File: src/rtl/serial_add_pkg.sv
// Shared constants for the bit-serial adder: FSM state encoding.
package serial_add_pkg;

  typedef logic [1:0] state_t;

  localparam state_t ST_IDLE = 2'd0;
  localparam state_t ST_RUN  = 2'd1;
  localparam state_t ST_DONE = 2'd2;

endpackage

File: src/rtl/add_full.sv
// 1-bit full-adder cell: S = A ^ B ^ Ci, Co = majority(A, B, Ci).
module add_full (
  input  logic A,
  input  logic B,
  input  logic Ci,
  output logic S,
  output logic Co
);

  assign S  = A ^ B ^ Ci;
  assign Co = (A & B) | (A & Ci) | (B & Ci);

endmodule

File: src/rtl/serial_add.sv
// Bit-serial adder: accepts an operand set, adds one bit per cycle (LSB first)
// through a single full-adder cell, then holds the result until it is taken.
module serial_add
  import serial_add_pkg::*;
#(
  parameter int WIDTH = 8
) (
  input  logic             clk,
  input  logic             rst_n,
  input  logic             in_valid,
  output logic             in_ready,
  input  logic [WIDTH-1:0] a,
  input  logic [WIDTH-1:0] b,
  input  logic             ci,
  output logic             out_valid,
  input  logic             out_ready,
  output logic [WIDTH-1:0] sum,
  output logic             co
);

  localparam int CNT_W = $clog2(WIDTH + 1);

  state_t           state_r;
  logic             in_ready_r;
  logic             out_valid_r;
  logic [WIDTH-1:0] a_r;
  logic [WIDTH-1:0] b_r;
  logic [WIDTH-1:0] sum_r;
  logic             carry_r;
  logic             co_r;
  logic [CNT_W-1:0] cnt_r;

  logic             cell_sum_s;
  logic             cell_carry_s;
  logic             last_bit_s;
  logic [WIDTH-1:0] sum_nxt_s;

  // The one arithmetic cell, fed from the low bits of the operand shifters.
  add_full u_cell (
    .A  (a_r[0]),
    .B  (b_r[0]),
    .Ci (carry_r),
    .S  (cell_sum_s),
    .Co (cell_carry_s)
  );

  // Last RUN cycle when the counter has seen WIDTH-1 earlier bits; it never wraps.
  assign last_bit_s = (cnt_r == CNT_W'(WIDTH - 1));

  // Next sum value: shift right and insert the fresh bit at the MSB.
  always_comb begin
    sum_nxt_s            = sum_r >> 1;
    sum_nxt_s[WIDTH-1]   = cell_sum_s;
  end

  // Control FSM, bit counter, operand/carry shifters and registered outputs.
  always_ff @(posedge clk or negedge rst_n) begin
    if (!rst_n) begin
      state_r     <= ST_IDLE;
      in_ready_r  <= 1'b1;
      out_valid_r <= 1'b0;
      a_r         <= {WIDTH{1'b0}};
      b_r         <= {WIDTH{1'b0}};
      sum_r       <= {WIDTH{1'b0}};
      carry_r     <= 1'b0;
      co_r        <= 1'b0;
      cnt_r       <= {CNT_W{1'b0}};
    end else begin
      case (state_r)
        ST_IDLE: begin
          if (in_valid) begin
            a_r        <= a;
            b_r        <= b;
            carry_r    <= ci;
            cnt_r      <= {CNT_W{1'b0}};
            state_r    <= ST_RUN;
            in_ready_r <= 1'b0;
          end
        end
        ST_RUN: begin
          a_r     <= a_r >> 1;
          b_r     <= b_r >> 1;
          carry_r <= cell_carry_s;
          sum_r   <= sum_nxt_s;
          co_r    <= cell_carry_s;
          if (last_bit_s) begin
            state_r     <= ST_DONE;
            out_valid_r <= 1'b1;
          end else begin
            cnt_r <= cnt_r + CNT_W'(1);
          end
        end
        ST_DONE: begin
          if (out_ready) begin
            state_r     <= ST_IDLE;
            out_valid_r <= 1'b0;
            in_ready_r  <= 1'b1;
          end
        end
        default: begin
          state_r     <= ST_IDLE;
          out_valid_r <= 1'b0;
          in_ready_r  <= 1'b1;
        end
      endcase
    end
  end

  assign in_ready  = in_ready_r;
  assign out_valid = out_valid_r;
  assign sum       = sum_r;
  assign co        = co_r;

endmodule

File: config.mk
export PLATFORM = sky130hd
export DESIGN_NAME = serial_add
export DESIGN_NICKNAME = d
export VERILOG_FILES = /design/src/rtl/serial_add_pkg.sv /design/src/rtl/add_full.sv /design/src/rtl/serial_add.sv
export SDC_FILE = /design/constraint.sdc
export NUM_CORES = 1
export LEC_CHECK = 0
export BUFFER_PORTS_ARGS = -buffer_cell sky130_fd_sc_hd__buf_2
export CAP_MARGIN = 20
export CELL_PAD_IN_SITES_DETAIL_PLACEMENT = 0
export CELL_PAD_IN_SITES_GLOBAL_PLACEMENT = 2
export CORE_MARGIN = 2
export CORE_UTILIZATION = 33
export DETAILED_ROUTE_END_ITERATION = 8
export PLACE_DENSITY = 0.76
export SETUP_SLACK_MARGIN = 0.1
export SYNTH_ARGS = -nofsm -noshare
export SYNTH_HDL_FRONTEND = slang
export SYNTH_SLANG_ARGS = --single-unit
File: constraint.sdc
create_clock -name clk -period 1.9 [get_ports clk]
set_input_delay 0.095 -clock clk [delete_from_list [all_inputs] [get_ports clk]]
set_output_delay 0.095 -clock clk [all_outputs]
set_load 0.03 [all_outputs]
**Word-level counts from Yosys, hierarchy flattened**

Cells that the tools add are included.

- Register bits after elaboration: 34
- Output and inout bits: 11
- Word-level logic and storage cells: 52
- Input port bits: 21

- Bitwise operators: 9
- Reduce and logical (&&, ||, !) cells: 7
- Multiplexer cells: 19
- $add $sub $neg: 1
- Equal/unequal tests: 7

Operators by type and width:

| cell | count |
|---|---|
| $pmux W8 S2 | 2 |
| $mux W8 | 2 |
| $reduce_and A3 Y1 | 4 |
| $mux W4 | 2 |
| $ne A2 B2 Y1 const B | 4 |
| $pmux W4 S2 | 1 |
| $mux W2 | 3 |
| $pmux W1 S3 | 2 |
| $pmux W2 S3 | 1 |
| $mux W1 | 5 |
| $add A4 B1 Y4 const B | 1 |
| $eq A4 B3 Y1 const B | 1 |
| $and A1 B1 Y1 | 3 |
| $eq A2 B1 Y1 const B | 1 |
| $eq A2 B2 Y1 const B | 1 |
| $logic_not A2 Y1 | 1 |
| $not A1 Y1 | 2 |
| $or A1 B1 Y1 | 2 |
| $pmux W1 S2 | 1 |
| $reduce_and A2 Y1 | 1 |
| $reduce_bool A2 Y1 | 1 |
| $xor A1 B1 Y1 | 2 |

**Logic depth before layout (Yosys ltp)**

Gate-level depths: netlist of run 1.

- Word-level depth: 4
- Gate-level depth with buffers: 6
- Mapped depth without buffers: 4

**Cells and area by module**

A second synthesis of run 1 with hierarchy kept.

- Cells, all modules: 138
- Area total of the unflattened synthesis: 1556.5 um^2

Modules (own cells, without submodules):

| module | instances | area an instance (um^2) | cells an instance | sequential area each (um^2) |
|---|---|---|---|---|
| serial_add | 1 | 1536.5 | 137 | 852.1 |
| add_full | 1 | 20.0 | 1 | 0.0 |

**Worst setup path after synthesis of run 1**

OpenSTA, ideal clock, no wires.

- Path kind: reg2reg
- Start point: register cnt_r[0]
- End point: register cnt_r[1]
- Cell stages (with the launch flop): 5
- Data arrival time: 1.266 ns
- Period minus slack after synthesis: 1.390 ns
- Path slack: 0.510 ns
- Required time: 1.776 ns
- Buffers on the path: 0
- Library setup time: 0.124 ns
- Path through: dfrtp_1 -> ha_1 -> and3b_1 -> and3_1 -> a211o_1

- Cells in the longest elaborated chain, start to end: 3
- Elaborated cells between the ends (all ways): 6
- Classes of those cells: add/sub: 1; eq/ne: 2; mux: 2; reduce/logical: 1

RTL lines:

| element | line | RTL |
|---|---|---|
| start, declared | serial_add.sv:31 | `logic [CNT_W-1:0] cnt_r;` |
| start signal, assigned | serial_add.sv:67 | `cnt_r <= {CNT_W{1'b0}};` |
| start signal, assigned | serial_add.sv:75 | `cnt_r <= {CNT_W{1'b0}};` |
| start signal, assigned | serial_add.sv:90 | `cnt_r <= cnt_r + CNT_W'(1);` |
| $add A4 B1 Y4 / $eq A4 B3 Y1 (equally long branches) | serial_add.sv:90, serial_add.sv:48 |  |
| $mux W4 / $ne A2 B2 Y1 (equally long branches) | n/a |  |
| $pmux W4 S2 / $reduce_and A3 Y1 (equally long branches) | n/a |  |

Parallel ways exist; a longest one is shown, timed or not. The select of a mux whose other input is x is not followed.
A chain may end at the register's enable or synchronous reset.

**Worst setup path in the final report of run 1**

Ends and elaborated chain as after synthesis.

==> results of run 1 <==
## critical path, stage by stage, from the launching register on
cell     delay [ps]
dfrtp_1         420
ha_1            250
and3b_1         250
and3_1          200
a211o_1         250
## cells in the mapped netlist
cell type	instances	area [um^2]
buf_8	1	15.0
and3b_1	1	8.76
nand3_1	6	30.0
o31ai_1	1	7.51
buf_6	1	11.3
fa_1	1	20.0
or4_1	1	7.51
clkbuf_1	1	3.75
nor2b_1	3	18.8
a21oi_1	5	25.0
nand2_1	49	184
a211o_1	1	8.76
and3_1	1	6.26
o21ai_1	9	45.0
inv_1	1	3.75
buf_2	5	25.0
nand2b_4	1	13.8
o21ai_0	9	45.0
nor2b_2	1	8.76
ha_1	1	12.5
clkbuf_2	1	5.00
or3_1	1	6.26
nor3_1	2	10.0
dfrtp_1	33	826
mux2i_1	15	150
dfstp_2	1	26.3
o22a_1	1	8.76
nand2b_1	1	6.26
o21bai_1	1	7.51
nor2_1	4	15.0
## state kept, by name, summed over array words and instances (netlist names)
name	flops
a_r	8
b_r	8
carry_r	1
cnt_r	4
co	1
in_ready	1
out_valid	1
state_r	2
sum	8
## area by class of cell
cell class                 count  area [um^2]
inverter                       1         3.75
multi-input combinational    115          649
fill                         488         2780
clock buffer                   8         80.1
timing repair buffer          36          195
tap                           54         67.6
sequential                    34          852
## through the flow
stage,hold WS (ps),total power [mW],instance area [um^2]
2_1_floorplan,-201,2.38,1560
3_3_place_gp,202,2.64,1760
3_5_place_dp,212,2.71,1760
4_1_cts,11.2,3.22,1850
5_1_grt,23.2,3.46,1850
6_report,20.6,3.17,1850
## power by group
| group | total, mW | switching [mW] | internal [mW] |
|---|---|---|---|
| sequential | 1.30 | 0.239 | 1.06 |
| combinational | 1.37 | 0.824 | 0.545 |
| clock | 0.500 | 0.240 | 0.260 |
## logic make-up after synthesis
| group | Yosys count | share of synthesized area (%) |
|---|---|---|
| flops | 34 | 54.6 |
| compound gates | 27 | 9.46 |
| buf+inv | 10 | 4.09 |
| fa+ha+maj | 2 | 2.08 |
| simple gates | 71 | 20.2 |
| mux | 15 | 9.62 |
## worst min path at each step
stage,endpoint
2_1_floorplan,a_r[0]
3_3_place_gp,co
3_5_place_dp,co
4_1_cts,state_r[1]
5_1_grt,state_r[1]
6_report,state_r[1]
## layer usage
layer | track usage [%] | up-vias | wire, um
met4 | 4.94 | 0 | 48
met1 | 16.0 | 540 | 1430
met2 | 22.8 | 28 | 1450
met3 | 4.14 | 5 | 151
met5 | 0 | - | 0
li1 | - | 599 | -
==> results.yml, run 1 <==
status:
  status: "complete, no violations"
yosys:
  synth_cell_type_count: 30
  synth_warnings: 0
  syn-cell-area_mm2: 0.00156
  syn_inst: 159
  syn-num-nets: 182
  avgSynthCellArea_um2: 9.82
  ys_ff_latch: 34
  seq_area_frac_synth_pct: 54.6
worst_setup_path:
  r2r_start: "cnt_r[0]"
  reg2reg_depth: 4
  reg2reg_to: "cnt_r[1]"
  critPathMaxFanout: 6
  path_class: "flop to flop"
  crit_path_end: "cnt_r[1]"
  crit_path_start: "cnt_r[0]"
  endpoint_kind: "flop"
  start_kind: "flop"
  reg2reg_slack_ps: 410
  required_ps: 2060
  worstPathArrival_ps: 1650
clock_network:
  cts_tree: "done"
  cts-htree-levels: 2
  clk_path_buf_depth: 2
  ctsResizeCount: 0
  path_clk_slew_ps: 70
  postCtsHoldBufs: 1
  clockRootBuffer: "clkbuf_8"
  numCtsBuffers: 5
  cts.sinks: 34
  clk_latency_ps: 280
  cts_setup_buffers: 0
floorplanning:
  start_util_pct: 33.7
  dieArea_mm2: 0.00530
  fp.coreArea_mm2: 0.00463
  die_y_um: 72.8
  io_pins: 32
  die_w_um: 72.8
  num_rows: 25
timing:
  skew_ps: 8.25
  hold_viol_final: 0
  slew_viol_final: 0
  max_freq_mhz: 672
  rsz0062_at_grt: "no"
  fin_tns_setup_ps: 0
  setup_violations: 0
  finalCritPeriodShare_pct: 78.3
  period_needed_ps: 1490
  fin_ws_ps: 412
  worst_pin_slew_ps: 749
  max_slew_margin_pct: 50.1
drt:
  drt-vias-per-instance: 4.73
  wl_um: 3080
  via_count: 1172
  drc: 0
  wl_per_cell_um: 12.4
  first_pass_iters: 4
  drt_iter0_drc: 19
  drt.antenna.violating_nets: 0
worst_hold_path:
  holdCritStartpoint: "out_ready"
  min_path_type: "input pin to flop"
  worstHoldPathCells: 2
pwr:
  p_leak_nw: 0.960
  ir_worst_vdd_uv: 517
  power_density_mw_per_mm2: 1710
grt:
  grt-ovfl-total: 0
  first_global_vias: 1216
  antenna_found_initial: 0
  grt_max_degree: 35
  grt_pass1_wl_um: 5480
  track_usage_pct: 13.5
placed_design:
  port_buffers: 31
  gp_congestion: 0.704
  dp_slack_ps: 436
  dp.cells: 239
  place_hpwl_um: 2140
final_layout:
  area_growth_pct: 18.3
  fin_nets: 216
  final_cells: 248
  drive_gt1_share_pct: 22.7
  diodes: 0
  final_common_cell: "nand2_1"
  final_util_pct: 39.9
  most-common-layout-cells: "49 x nand2_1, 33 x dfrtp_1, 31 x buf_2, 15 x mux2i_1"
run:
  maxCapViolations: 0
No activity file was read; power rests on OpenSTA's default activity.
==> run 2, diff against run 1 <==
--- a/config.mk
+++ b/config.mk
@@ -5,14 +5,15 @@
 export SDC_FILE = /design/constraint.sdc
 export NUM_CORES = 1
 export LEC_CHECK = 0
+export ABC_AREA = 1
 export BUFFER_PORTS_ARGS = -buffer_cell sky130_fd_sc_hd__buf_2
 export CAP_MARGIN = 20
 export CELL_PAD_IN_SITES_DETAIL_PLACEMENT = 0
 export CELL_PAD_IN_SITES_GLOBAL_PLACEMENT = 2
 export CORE_MARGIN = 2
-export CORE_UTILIZATION = 33
+export CORE_UTILIZATION = 28
 export DETAILED_ROUTE_END_ITERATION = 8
-export PLACE_DENSITY = 0.76
+export PLACE_DENSITY = 0.71
 export SETUP_SLACK_MARGIN = 0.1
 export SYNTH_ARGS = -nofsm -noshare
 export SYNTH_HDL_FRONTEND = slang
==> constraint.sdc (replaced) <==
create_clock -name clk -period 1.3 [get_ports clk]
set_input_delay 0.065 -clock clk [delete_from_list [all_inputs] [get_ports clk]]
set_output_delay 0.065 -clock clk [all_outputs]
set_load 0.03 [all_outputs]
==> results.yml, run 2 <==
status:
  status: "complete, no violations"
timing:
  finalCritPeriodShare_pct: 89.6
  skew_ps: 4.25
  hold_slack_ps: 34.2
  worst_pin_slew_ps: 458
  hold_viol_final: 0
  setup_violations: 0
  max_freq_mhz: 858
  max_slew_margin_pct: 69.5
  fin_tns_setup_ps: 0
  slew_viol_final: 0
  period_needed_ps: 1170
  rsz0062_at_grt: "yes"
drt:
  drc: 0
  drt_iter0_drc: 55
  via_count: 1263
  first_pass_iters: 4
  wl_um: 3430
  drt-vias-per-instance: 4.48
  wl_per_cell_um: 12.2
  drt.antenna.violating_nets: 0
final_layout:
  fin_nets: 234
  area_growth_pct: 29.0
  final_util_pct: 37.7
  drive_gt1_share_pct: 28.8
  diodes: 0
  most-common-layout-cells: "45 x nand2_1, 32 x dfrtp_1, 31 x buf_2, 20 x o21ai_0, 16 x nor2_1"
  final_common_cell: "nand2_1"
worst_hold_path:
  min_path_type: "input pin to flop"
yosys:
  avgSynthCellArea_um2: 8.94
  synth_edf_count: 0
  netlist.area_leader.share_pct: 55.0
  synth_warnings: 0
  synthTopCellsByArea: "dfrtp_1 55%, nand2_1 11%, o21ai_0 6.7%"
  seq_area_frac_synth_pct: 56.8
  async_flop_share_pct: 100
  syn-cell-area_mm2: 0.00150
  ys_ff_latch: 34
  ys_top_cells_by_count: "45 x nand2_1, 33 x dfrtp_1, 20 x o21ai_0"
  ys.flop_type: "dfrtp_1"
  synth_cell_type_count: 22
  synth_top_cell_by_area: "dfrtp_1"
  synth_most_common_cell: "nand2_1"
  syn-num-nets: 191
  syn_inst: 168
floorplanning:
  dieArea_mm2: 0.00596
  io_pins: 32
  num_rows: 26
  fp.coreArea_mm2: 0.00514
  die_y_um: 77.2
  die_w_um: 77.2
  start_util_pct: 29.2
pwr:
  ir_worst_vdd_uv: 956
  power_mw: 4.99
  p_leak_nw: 0.931
  power_density_mw_per_mm2: 2580
placed_design:
  port_buffers: 31
  place_hpwl_um: 2380
  gp_congestion: 0.772
worst_setup_path:
  worstPathArrival_ps: 1380
  required_ps: 1510
  path_class: "flop to flop"
  slowest_stage: "dfrtp_1"
  endpoint_kind: "flop"
  start_kind: "flop"
  crit_chain: "buf_4 -> nor2_4 -> buf_12 -> nand2_1 -> a31oi_1"
  critPathMaxFanout: 15
  slowest_delay_ps: 390
clock_network:
  clk_path_buf_depth: 2
  numCtsBuffers: 5
  clk_latency_ps: 290
  cts_tree: "done"
  clockRootBuffer: "clkbuf_8"
  cts-htree-levels: 2
  path_clk_slew_ps: 70
  cts.sinks: 34
grt:
  track_usage_pct: 12.8
  grtUsageMet2_pct: 21.1
  top_usage_layer: "met2"
  grt-ovfl-total: 0
  grt_max_degree: 35
  first_global_vias: 1331
  grt_pass1_wl_um: 6030
  grtUsageMet1_pct: 15.8
  antenna_found_initial: 0
  use_met3_pct: 4.00
run:
  maxCapViolations: 0
==> run 2: cell types whose count changed in the layout (fill, tap and decap cells not counted), moves of 3 or more <==
cell     change
a21oi_1     +10
buf_4        +3
inv_1        +5
mux2i_1     -15
nand2_1      -4
nand2_4      +3
nor2_1      +12
nor2b_1      -3
o21ai_0     +11
o21ai_1      -6
==> run 2: kinds of logic (layout without fill, tap and decap cells) <==
group,Yosys count,in the layout,share of synthesized area [%]
buffers and inverters,14,58,4.75
DFF,34,34,56.8
AOI/OAI and AO/OA,39,39,13.1
adders and majority gates,2,2,2.17
and+or+nand+nor,79,79,23.3
==> run 2: routing by layer <==
| metal | up-vias | share of wire [%] | routed length (um) |
|---|---|---|---|
| li1 | 635 | - | - |
| met1 | 596 | 46 | 1570 |
| met2 | 26 | 48 | 1640 |
| met3 | 6 | 5.1 | 175 |
| met4 | 0 | 1.4 | 49 |
| met5 | - | 0 | 0 |
==> run 2: critical path, delay by kind of cell (launching register included) <==
| kind | cells | cell delay [ps] |
|---|---|---|
| DFF | 1 | 390 |
| buffers and inverters | 2 | 310 |
| and+or+nand+nor | 2 | 230 |
| AOI/OAI and AO/OA | 1 | 170 |
==> run 2: final cells by class <==
type / count / area [um^2]
Fill cell: 576 / 3200
Sequential cell: 34 / 853
Multi-Input combinational cell: 120 / 617
Timing Repair Buffer: 42 / 258
Tap cell: 70 / 87.6
Clock buffer: 7 / 86.3
Inverter: 8 / 30.0
Clock inverter: 1 / 5.00
==> run 2: timing repair <==
| item | CTS | global route |
|---|---|---|
| hold endpoints to repair | 35 | 0 |
| pin swaps | 1 | 3 |
| hold buffers | 3 | 0 |
| buffers inserted | 2 | 1 |
| endpoints found under the setup margin | 11 | 24 |
| resized for setup | 1 | 7 |
==> run 2: final timing paths <==
check	from	end	slack, ps	depth (start not counted)
min in group asynchronous	rst_n	sum[4]	340	3
min	out_ready	state_r[1]	30	4
max	state_r[1]	carry_r	130	5
max reg2reg	state_r[1]	carry_r	130	5
min reg2reg	co	co	480	2
max in group asynchronous	rst_n	in_ready	610	3
==> run 2: through the flow <==
step	instances	cell area, um^2	worst slack (ps)
global route	282	1940	78.3
CTS	281	1900	103
detailed placement	268	1750	39.1
global placement	268	1750	79.6
finish	282	1940	135
floorplan	168	1500	198
==> run 2: report_power, final <==
part           internal [mW]  total [mW]  switching [mW]  leakage (nW)
Combinational          0.841        2.27            1.43         0.466
Sequential              1.58        1.90           0.319         0.417
Clock                  0.427       0.817           0.390        0.0482
